### src/rtl/dual_port_memory_initiator_if.sv
// Pipeline fetch/data request-response channels plus the memory read/write ports
// of dual_port_memory_initiator, bundled with initiator (master) and environment (slave) views.
interface dual_port_memory_initiator_if;
  localparam int unsigned DW = 32;

  logic          fetch_req_valid;
  logic          fetch_req_ready;
  logic [DW-1:0] fetch_addr;
  logic          fetch_rsp_valid;
  logic          fetch_rsp_ready;
  logic [DW-1:0] fetch_rsp_data;
  logic          fetch_rsp_fault;

  logic          data_req_valid;
  logic          data_req_ready;
  logic          data_req_write;
  logic [DW-1:0] data_req_addr;
  logic [DW-1:0] data_req_wdata;
  logic          data_rsp_valid;
  logic          data_rsp_ready;
  logic [DW-1:0] data_rsp_data;
  logic          data_rsp_fault;

  logic [DW-1:0] read_address_0;
  logic [DW-1:0] read_address_1;
  logic [DW-1:0] write_address;
  logic [DW-1:0] write_data;
  logic          write_enable;
  logic [DW-1:0] read_data_0;
  logic [DW-1:0] read_data_1;

  modport master (
    input  fetch_req_valid, fetch_addr, fetch_rsp_ready,
    input  data_req_valid, data_req_write, data_req_addr, data_req_wdata, data_rsp_ready,
    input  read_data_0, read_data_1,
    output fetch_req_ready, fetch_rsp_valid, fetch_rsp_data, fetch_rsp_fault,
    output data_req_ready, data_rsp_valid, data_rsp_data, data_rsp_fault,
    output read_address_0, read_address_1, write_address, write_data, write_enable
  );

  modport slave (
    output fetch_req_valid, fetch_addr, fetch_rsp_ready,
    output data_req_valid, data_req_write, data_req_addr, data_req_wdata, data_rsp_ready,
    output read_data_0, read_data_1,
    input  fetch_req_ready, fetch_rsp_valid, fetch_rsp_data, fetch_rsp_fault,
    input  data_req_ready, data_rsp_valid, data_rsp_data, data_rsp_fault,
    input  read_address_0, read_address_1, write_address, write_data, write_enable
  );
endinterface

### src/rtl/dual_port_memory_initiator.sv
// Requester front end for the dual-port main memory: independent fetch and load/store
// channels, one request in flight each, with store->fetch forwarding and range faults.
module dual_port_memory_initiator #(
  parameter int unsigned DEPTH = 2048
) (
  input  logic                        clk,
  input  logic                        rst,
  dual_port_memory_initiator_if.master bus
);
  localparam int unsigned DW = 32;

  typedef enum logic [1:0] {
    S_IDLE  = 2'd0,
    S_ISSUE = 2'd1,
    S_DATA  = 2'd2,
    S_HOLD  = 2'd3
  } state_t;

  state_t        f_state, f_next;
  state_t        d_state, d_next;

  logic [DW-1:0] f_addr_q;
  logic [DW-1:0] f_hold_q;
  logic [DW-1:0] f_fwd_data_q;
  logic          f_fwd_q;

  logic [DW-1:0] d_addr_q;
  logic [DW-1:0] d_wdata_q;
  logic [DW-1:0] d_hold_q;
  logic          d_write_q;

  logic          f_fault;
  logic          d_fault;
  logic          collide;
  logic [DW-1:0] f_data_c;
  logic [DW-1:0] d_data_c;

  // Fault is judged on the full 32-bit latched address
  assign f_fault = (f_addr_q >= DEPTH);
  assign d_fault = (d_addr_q >= DEPTH);

  // The memory reads old contents when a fetch and a store hit the same word together
  assign collide = (f_state == S_ISSUE) && (d_state == S_ISSUE) && d_write_q &&
                   !d_fault && (f_addr_q == d_addr_q);

  assign f_data_c = f_fault ? '0 : (f_fwd_q ? f_fwd_data_q : bus.read_data_0);
  assign d_data_c = (d_fault || d_write_q) ? '0 : bus.read_data_1;

  assign bus.read_address_0 = f_addr_q;
  assign bus.read_address_1 = d_addr_q;
  assign bus.write_address  = d_addr_q;
  assign bus.write_data     = d_wdata_q;

  always_ff @(posedge clk or posedge rst) begin
    if (rst) begin
      f_state <= S_IDLE;
      d_state <= S_IDLE;
    end else begin
      f_state <= f_next;
      d_state <= d_next;
    end
  end

  // Fetch channel request capture, forward flag and stall buffer
  always_ff @(posedge clk or posedge rst) begin
    if (rst) begin
      f_addr_q     <= '0;
      f_hold_q     <= '0;
      f_fwd_data_q <= '0;
      f_fwd_q      <= 1'b0;
    end else begin
      if ((f_state == S_IDLE) && bus.fetch_req_valid) begin
        f_addr_q <= bus.fetch_addr;
      end
      if (f_state == S_ISSUE) begin
        f_fwd_q      <= collide;
        f_fwd_data_q <= d_wdata_q;
      end
      if ((f_state == S_DATA) && !bus.fetch_rsp_ready) begin
        f_hold_q <= f_data_c;
      end
    end
  end

  // Data channel request capture and stall buffer
  always_ff @(posedge clk or posedge rst) begin
    if (rst) begin
      d_addr_q  <= '0;
      d_wdata_q <= '0;
      d_hold_q  <= '0;
      d_write_q <= 1'b0;
    end else begin
      if ((d_state == S_IDLE) && bus.data_req_valid) begin
        d_addr_q  <= bus.data_req_addr;
        d_wdata_q <= bus.data_req_wdata;
        d_write_q <= bus.data_req_write;
      end
      if ((d_state == S_DATA) && !bus.data_rsp_ready) begin
        d_hold_q <= d_data_c;
      end
    end
  end

  always_comb begin
    f_next              = f_state;
    bus.fetch_req_ready = 1'b0;
    bus.fetch_rsp_valid = 1'b0;
    bus.fetch_rsp_data  = '0;
    bus.fetch_rsp_fault = 1'b0;
    case (f_state)
      S_IDLE: begin
        bus.fetch_req_ready = 1'b1;
        if (bus.fetch_req_valid) f_next = S_ISSUE;
      end
      S_ISSUE: f_next = S_DATA;
      S_DATA: begin
        bus.fetch_rsp_valid = 1'b1;
        bus.fetch_rsp_data  = f_data_c;
        bus.fetch_rsp_fault = f_fault;
        f_next = bus.fetch_rsp_ready ? S_IDLE : S_HOLD;
      end
      S_HOLD: begin
        bus.fetch_rsp_valid = 1'b1;
        bus.fetch_rsp_data  = f_hold_q;
        bus.fetch_rsp_fault = f_fault;
        if (bus.fetch_rsp_ready) f_next = S_IDLE;
      end
      default: f_next = S_IDLE;
    endcase
  end

  // Write strobe decodes straight from state so an async reset kills it at once
  always_comb begin
    d_next             = d_state;
    bus.data_req_ready = 1'b0;
    bus.data_rsp_valid = 1'b0;
    bus.data_rsp_data  = '0;
    bus.data_rsp_fault = 1'b0;
    bus.write_enable   = 1'b0;
    case (d_state)
      S_IDLE: begin
        bus.data_req_ready = 1'b1;
        if (bus.data_req_valid) d_next = S_ISSUE;
      end
      S_ISSUE: begin
        bus.write_enable = d_write_q && !d_fault;
        d_next = S_DATA;
      end
      S_DATA: begin
        bus.data_rsp_valid = 1'b1;
        bus.data_rsp_data  = d_data_c;
        bus.data_rsp_fault = d_fault;
        d_next = bus.data_rsp_ready ? S_IDLE : S_HOLD;
      end
      S_HOLD: begin
        bus.data_rsp_valid = 1'b1;
        bus.data_rsp_data  = d_hold_q;
        bus.data_rsp_fault = d_fault;
        if (bus.data_rsp_ready) d_next = S_IDLE;
      end
      default: d_next = S_IDLE;
    endcase
  end
endmodule

### src/flat_wrapper.sv
// flat-port wrapper written by rule: the top's interface ports become plain ports
module dual_port_memory_initiator_flat 
#(
  parameter int unsigned DEPTH = 2048
)
  (clk, rst, bus_fetch_req_valid, bus_fetch_addr, bus_fetch_rsp_ready, bus_data_req_valid, bus_data_req_write, bus_data_req_addr, bus_data_req_wdata, bus_data_rsp_ready, bus_read_data_0, bus_read_data_1, bus_fetch_req_ready, bus_fetch_rsp_valid, bus_fetch_rsp_data, bus_fetch_rsp_fault, bus_data_req_ready, bus_data_rsp_valid, bus_data_rsp_data, bus_data_rsp_fault, bus_read_address_0, bus_read_address_1, bus_write_address, bus_write_data, bus_write_enable);
  dual_port_memory_initiator_if bus_i ();
  input  logic clk;
  input  logic rst;
  input wire logic [$bits(bus_i.fetch_req_valid)-1:0] bus_fetch_req_valid;
  input wire logic [$bits(bus_i.fetch_addr)-1:0] bus_fetch_addr;
  input wire logic [$bits(bus_i.fetch_rsp_ready)-1:0] bus_fetch_rsp_ready;
  input wire logic [$bits(bus_i.data_req_valid)-1:0] bus_data_req_valid;
  input wire logic [$bits(bus_i.data_req_write)-1:0] bus_data_req_write;
  input wire logic [$bits(bus_i.data_req_addr)-1:0] bus_data_req_addr;
  input wire logic [$bits(bus_i.data_req_wdata)-1:0] bus_data_req_wdata;
  input wire logic [$bits(bus_i.data_rsp_ready)-1:0] bus_data_rsp_ready;
  input wire logic [$bits(bus_i.read_data_0)-1:0] bus_read_data_0;
  input wire logic [$bits(bus_i.read_data_1)-1:0] bus_read_data_1;
  output wire logic [$bits(bus_i.fetch_req_ready)-1:0] bus_fetch_req_ready;
  output wire logic [$bits(bus_i.fetch_rsp_valid)-1:0] bus_fetch_rsp_valid;
  output wire logic [$bits(bus_i.fetch_rsp_data)-1:0] bus_fetch_rsp_data;
  output wire logic [$bits(bus_i.fetch_rsp_fault)-1:0] bus_fetch_rsp_fault;
  output wire logic [$bits(bus_i.data_req_ready)-1:0] bus_data_req_ready;
  output wire logic [$bits(bus_i.data_rsp_valid)-1:0] bus_data_rsp_valid;
  output wire logic [$bits(bus_i.data_rsp_data)-1:0] bus_data_rsp_data;
  output wire logic [$bits(bus_i.data_rsp_fault)-1:0] bus_data_rsp_fault;
  output wire logic [$bits(bus_i.read_address_0)-1:0] bus_read_address_0;
  output wire logic [$bits(bus_i.read_address_1)-1:0] bus_read_address_1;
  output wire logic [$bits(bus_i.write_address)-1:0] bus_write_address;
  output wire logic [$bits(bus_i.write_data)-1:0] bus_write_data;
  output wire logic [$bits(bus_i.write_enable)-1:0] bus_write_enable;
  assign bus_i.fetch_req_valid = bus_fetch_req_valid;
  assign bus_i.fetch_addr = bus_fetch_addr;
  assign bus_i.fetch_rsp_ready = bus_fetch_rsp_ready;
  assign bus_i.data_req_valid = bus_data_req_valid;
  assign bus_i.data_req_write = bus_data_req_write;
  assign bus_i.data_req_addr = bus_data_req_addr;
  assign bus_i.data_req_wdata = bus_data_req_wdata;
  assign bus_i.data_rsp_ready = bus_data_rsp_ready;
  assign bus_i.read_data_0 = bus_read_data_0;
  assign bus_i.read_data_1 = bus_read_data_1;
  assign bus_fetch_req_ready = bus_i.fetch_req_ready;
  assign bus_fetch_rsp_valid = bus_i.fetch_rsp_valid;
  assign bus_fetch_rsp_data = bus_i.fetch_rsp_data;
  assign bus_fetch_rsp_fault = bus_i.fetch_rsp_fault;
  assign bus_data_req_ready = bus_i.data_req_ready;
  assign bus_data_rsp_valid = bus_i.data_rsp_valid;
  assign bus_data_rsp_data = bus_i.data_rsp_data;
  assign bus_data_rsp_fault = bus_i.data_rsp_fault;
  assign bus_read_address_0 = bus_i.read_address_0;
  assign bus_read_address_1 = bus_i.read_address_1;
  assign bus_write_address = bus_i.write_address;
  assign bus_write_data = bus_i.write_data;
  assign bus_write_enable = bus_i.write_enable;
  dual_port_memory_initiator #(.DEPTH(DEPTH)) u_core (.clk(clk), .rst(rst), .bus(bus_i));
endmodule
### config.mk
export PLATFORM = sky130hd
export DESIGN_NAME = dual_port_memory_initiator_flat
export DESIGN_NICKNAME = d
export VERILOG_FILES = /design/src/rtl/dual_port_memory_initiator_if.sv /design/src/rtl/dual_port_memory_initiator.sv /design/src/flat_wrapper.sv
export SDC_FILE = /design/constraint.sdc
export NUM_CORES = 1
export LEC_CHECK = 0
export ABC_AREA = 1
export ABC_CLOCK_PERIOD_IN_PS = 10950
export CORE_ASPECT_RATIO = 0.75
export CORE_MARGIN = 2
export CORE_UTILIZATION = 49
export DETAILED_ROUTE_END_ITERATION = 10
export GPL_ROUTABILITY_DRIVEN = 0
export GPL_TIMING_DRIVEN = 0
export PLACE_DENSITY_LB_ADDON = 0.1
export SKIP_LAST_GASP = 1
export SYNTH_ARGS = -nofsm -noshare
export SYNTH_HDL_FRONTEND = slang
export SYNTH_SLANG_ARGS = --single-unit
export TNS_END_PERCENT = 1
### constraint.sdc
create_clock -name clk -period 10.95 [get_ports clk]
set_clock_uncertainty 0.15 [all_clocks]
set_input_delay 2.19 -clock clk [delete_from_list [all_inputs] [get_ports clk]]
set_output_delay 2.19 -clock clk [all_outputs]
set_load 0.005 [all_outputs]
Word level (Yosys, flattened, before mapping). Index checks and enable logic that the tools add are counted.

Bits of input ports: 167. Output and inout port bits: 199. Latch bits: 0. Bits in writable memories: 0. Memory bits (read-only): 0. Register bits after elaboration: 198. Word-level logic and storage cells: 62. Memories: 0.

Reductions and logical operators: 19. Div/mod/pow operators: 0. Mux-type cells: 20. Bitwise logic cells: 0. Add/sub/neg operators: 0. Shifts and indexed selects: 0. Order comparisons: 2. Equality and inequality tests: 11. $mul: 0.

Operators by type and width (number): case mux 32 bit (2 select lines) (2); two-way mux 32 bit (3); >= comparator 32 x 12 -> 1 bit (second input constant) (2); equality test 32 bit (1); case mux 2 bit (4 select lines) (2); two-way mux 2 bit (6); logical AND 1 bit (9); equality test 2 bit (second input constant) (4); inequality test 2 bit (second input constant) (4); two-way mux 1 bit (7); equality test 2 x 1 -> 1 bit (second input constant) (2); zero test 2 bit (2); AND reduction 2 bit (2); OR reduction 2 bit (2); zero test 1 bit (3); logical OR 1 bit (1).

Logic depth before layout (Yosys ltp).
Depth in word-level cells: 5. Gate-level depth with buffers: 10. Mapped depth without buffers: 10.

Worst setup path before layout. Ideal clock, no wire load.

Path type: input port to output port. Start: input port bus_read_data_0[23]. End: output port bus_fetch_rsp_data[23]. Data required time: 8610 ps. Arrival time: 2578 ps. Stages on the path: 3. Slack: 6032 ps. Path buffers: 0. Cells stage by stage: mux2_2 nand3_1 nand2_1.

Word-level cells in the longest chain between the ends: 3.

RTL lines: from (decl) (line flat_wrapper.sv:18) `input wire logic [$bits(bus_i.read_data_0)-1:0] bus_read_data_0;`; two-way mux 32 bit (2 in series) (line dual_port_memory_initiator.sv:46) `assign f_data_c = f_fault ? '0 : (f_fwd_q ? f_fwd_data_q : bus.read_data_0);`; case mux 32 bit (2 select lines) (line dual_port_memory_initiator.sv:110) `case (f_state)`; to (decl) (line flat_wrapper.sv:22) `output wire logic [$bits(bus_i.fetch_rsp_data)-1:0] bus_fetch_rsp_data;`.

Every way passes these cells.

Worst setup path after layout.
Start: input port bus_read_data_0[29]. End: output port bus_fetch_rsp_data[29].

Same word-level chain as after synthesis.

==> reports/summary.txt <==
status: completed
sequential share of the synthesized area: 49.20%
final instance area: 14660 um2
top-area cell type share of the netlist area: 49.20%
Remaining Overflow, GRT: 0
most frequent cells in the layout: 365 x clkdlybuf4s50_1, 332 x nand2_1, 198 x dfrtp_1
wire per inst: 18.22 um
Logic pwr share: 46.1%
Crit path required time: 8.61 ns
Fill cells: 1568
# H-tree levels: 4
Pre-antenna DRT Iters: 5
Total GRT Usage: 30.66%
area growth from synthesis to layout: 45.61%
crit-path max cell delay: 0.53 ns
fin crit share: 54.50%
critical path cell sequence: clkdlybuf4s50_1, mux2_2, nand3_1, nand2_1, clkdlybuf4s50_1
CP max-delay cell: clkdlybuf4s50_1
Synth Cell Area: 10070 um2
cell taking the most area after synthesis: dfrtp_1
most common cell after layout, fill and taps aside: clkdlybuf4s50_1
mean number of vias per cell: 5.348
port bufs: 365
fin crit period: 5.968 ns
Critical Path Start Type: input port
worst hold path class: register to register
CTS sink count: 198
Core ar.: 20210 um2
total CTS buffers: 17
cts hold-fix bufs: 0
final WL: 33210 um
clk root buf: clkbuf_16
peak supply drop: 0.0001663 V
CTS tree: yes
part of the power in registers: 35.6%
Post-Route Setup TNS: 0 ns
fin nets: 1715
crit path max fanout: 2
RSZ-0062 raised after global routing: no
die height: 128.2 um
setup ws final: 4.982 ns
CP dominant cell by count: clkdlybuf4s50_1
Starting DRT DRC Count: 761
Post-synth EDFFs: 0
Die X: 169.5 um
Syn Nets: 1330
post-route ant nets: 0
Clk pwr share: 18.3%
vias in the first global route: 9537
fmax: 0.1676 GHz
setup slack at placement: 5.023 ns
initial antenna violation count: 2
worst-margin pin slew: 0.7136 ns
leakage: 6.903 nW
Mapped Avg Cell Area: 8.659 um2
Max Slew Vio Count: 0
Setup Buffers After CTS: 0
Ports: 366
CP arrival: 3.63 ns
crit path kind: input port to output pin
Int Pwr: 2.119 mW
Synth Instances: 1163
flop and latch count out of synthesis: 198
sw frac: 37.16%
post-cts resize count: 0
# setup viols final: 0
Post-route DRC: 0
first-pass GRT wire length: 51300 um
Critical Path End Type: output pin
via count: 9750
synth unique cells: 28
CTS Buffer Depth: 2
largest net degree at the start of global routing: 103
Rows: 45
ys async rst share: 100.0%
CP Buf/Inv Count: 2
clk slew on worst S/H paths: 0.07 ns
cell family with most CP delay: buffers and inverters
hold_ws: 0.3315 ns
Final Power: 3.372 mW
total power divided by cell area: 230.0 nW/um2
P_sw: 1.253 mW
Initial Utilization: 49.82%
Area contributors post-synth: dfrtp_1 49%, nand2_1 12%, mux2_2 9.1%
DP HPWL: 24630 um
die area: 21730 um2
share of post-route cells with drive strength above 1: 14.48%
Top FF cell, synth: dfrtp_1
worst skew pair latency: 0.43 ns
YS warnings: 0
placed instance area: 14080 um2
slew margin rel.: 52.43%
R2R Setup Slk: 9.09 ns
Final Hold Viols: 0
max cap viols: 0
[path summary, 6_finish.rpt]
check / cells after the start / startpoint / to
hold reg to reg: 2 / u_core.d_hold_q[14] / u_core.d_hold_q[14]
setup reg to reg: 8 / u_core.bus.read_address_1[25] / u_core.d_hold_q[8]
min in group asynchronous: 2 / rst / u_core.bus.read_address_0[5]
setup / recovery: 5 / bus_read_data_0[29] / bus_fetch_rsp_data[29]
max in group asynchronous: 3 / rst / u_core.f_hold_q[14]
hold / removal: 2 / u_core.d_hold_q[14] / u_core.d_hold_q[14]
[layer usage]
layer  part of all wire, %  up-vias  routed length, um  global-route usage [%]
met3                   9.4       48               3132                   8.953
met4                   2.5        0                839                   9.502
met1                    41     4675              13660                   39.81
met5                     0        -                  0                       0
li1                      -     4550                  -                       -
met2                    47      477              15570                   49.99
[synth_stat cells, types with 2 or more instances]
cell type  instances
o21ai_1           19
inv_2              5
nor2_4             2
nand2_2            3
buf_6             12
nand3_1           70
buf_4             40
clkbuf_1          19
mux2_2            81
nand4_1           67
buf_2             32
mux2_1            10
inv_1             77
o21ai_2           12
o21ai_0           14
xnor2_1            7
nand2_1          332
a21oi_1           62
buf_1              5
nor2_1            89
dfrtp_1          198
[layout make-up]
type / count / area, um2 / share of cell area, %
sequential: 198 / 4955 / 33.79
multi-input combinational: 775 / 4123 / 28.11
timing repair buffer: 366 / 3681 / 25.10
buffer: 108 / 685.7 / 4.676
clock buffer: 20 / 466.7 / 3.183
tap: 258 / 322.8 / 2.201
inverter: 82 / 315.3 / 2.150
clock inverter: 12 / 105.1 / 0.7167
antenna: 4 / 10.01 / 0.06826
[stage by stage]
step / util [%] / instances
after floorplan: - / 1163
after detailed placement: 69.67 / 1787
after global routing: 72.50 / 1819
final: 72.55 / 1823
after global placement: 69.50 / 1786
after CTS: 72.50 / 1819
[kinds of logic (layout without fill, tap and decap cells)]
logic type             after synthesis  in the layout  synth area share (%)
other                                0              4                     0
multiplexers                        91             91                 10.18
buffers and inverters              190            588                 9.865
flip-flops                         198            198                 49.20
AO/OA/AOI/OAI                      107            107                 5.765
AND/OR/NAND/NOR                    570            570                 24.39
XOR/XNOR                             7              7                0.6088
[flip-flops by register name, indices dropped and copies added, names as in the netlist]
signal                     cells
u_core.d_write_q               1
u_core.f_fwd_q                 1
u_core.f_fwd_data_q           32
u_core.d_state                 2
u_core.bus.read_address_1     32
u_core.f_hold_q               32
u_core.f_state                 2
u_core.d_hold_q               32
u_core.bus.write_data         32
u_core.bus.read_address_0     32
[power groups by stage]
| stage | clock network, mW | registers (mW) | logic, mW |
|---|---|---|---|
| detailed placement | 0 | 1.21 | 1.55 |
| global placement | 0 | 1.20 | 1.51 |
| floorplan | 0 | 1.16 | 0.756 |
| global route | 0.657 | 1.23 | 1.68 |
| CTS | 0.621 | 1.20 | 1.56 |
| finish | 0.618 | 1.20 | 1.55 |
[worst register-to-register path: stages, from the launching register on]
cell and delay [ns]:
dfrtp_1 0.43, inv_1 0.13, nand3_1 0.12, nor2_1 0.19
and3_1 0.26, buf_6 0.18, buf_6 0.16, nand4_1 0.10
nand2_1 0.08
Power figures use the tool's default switching activity.
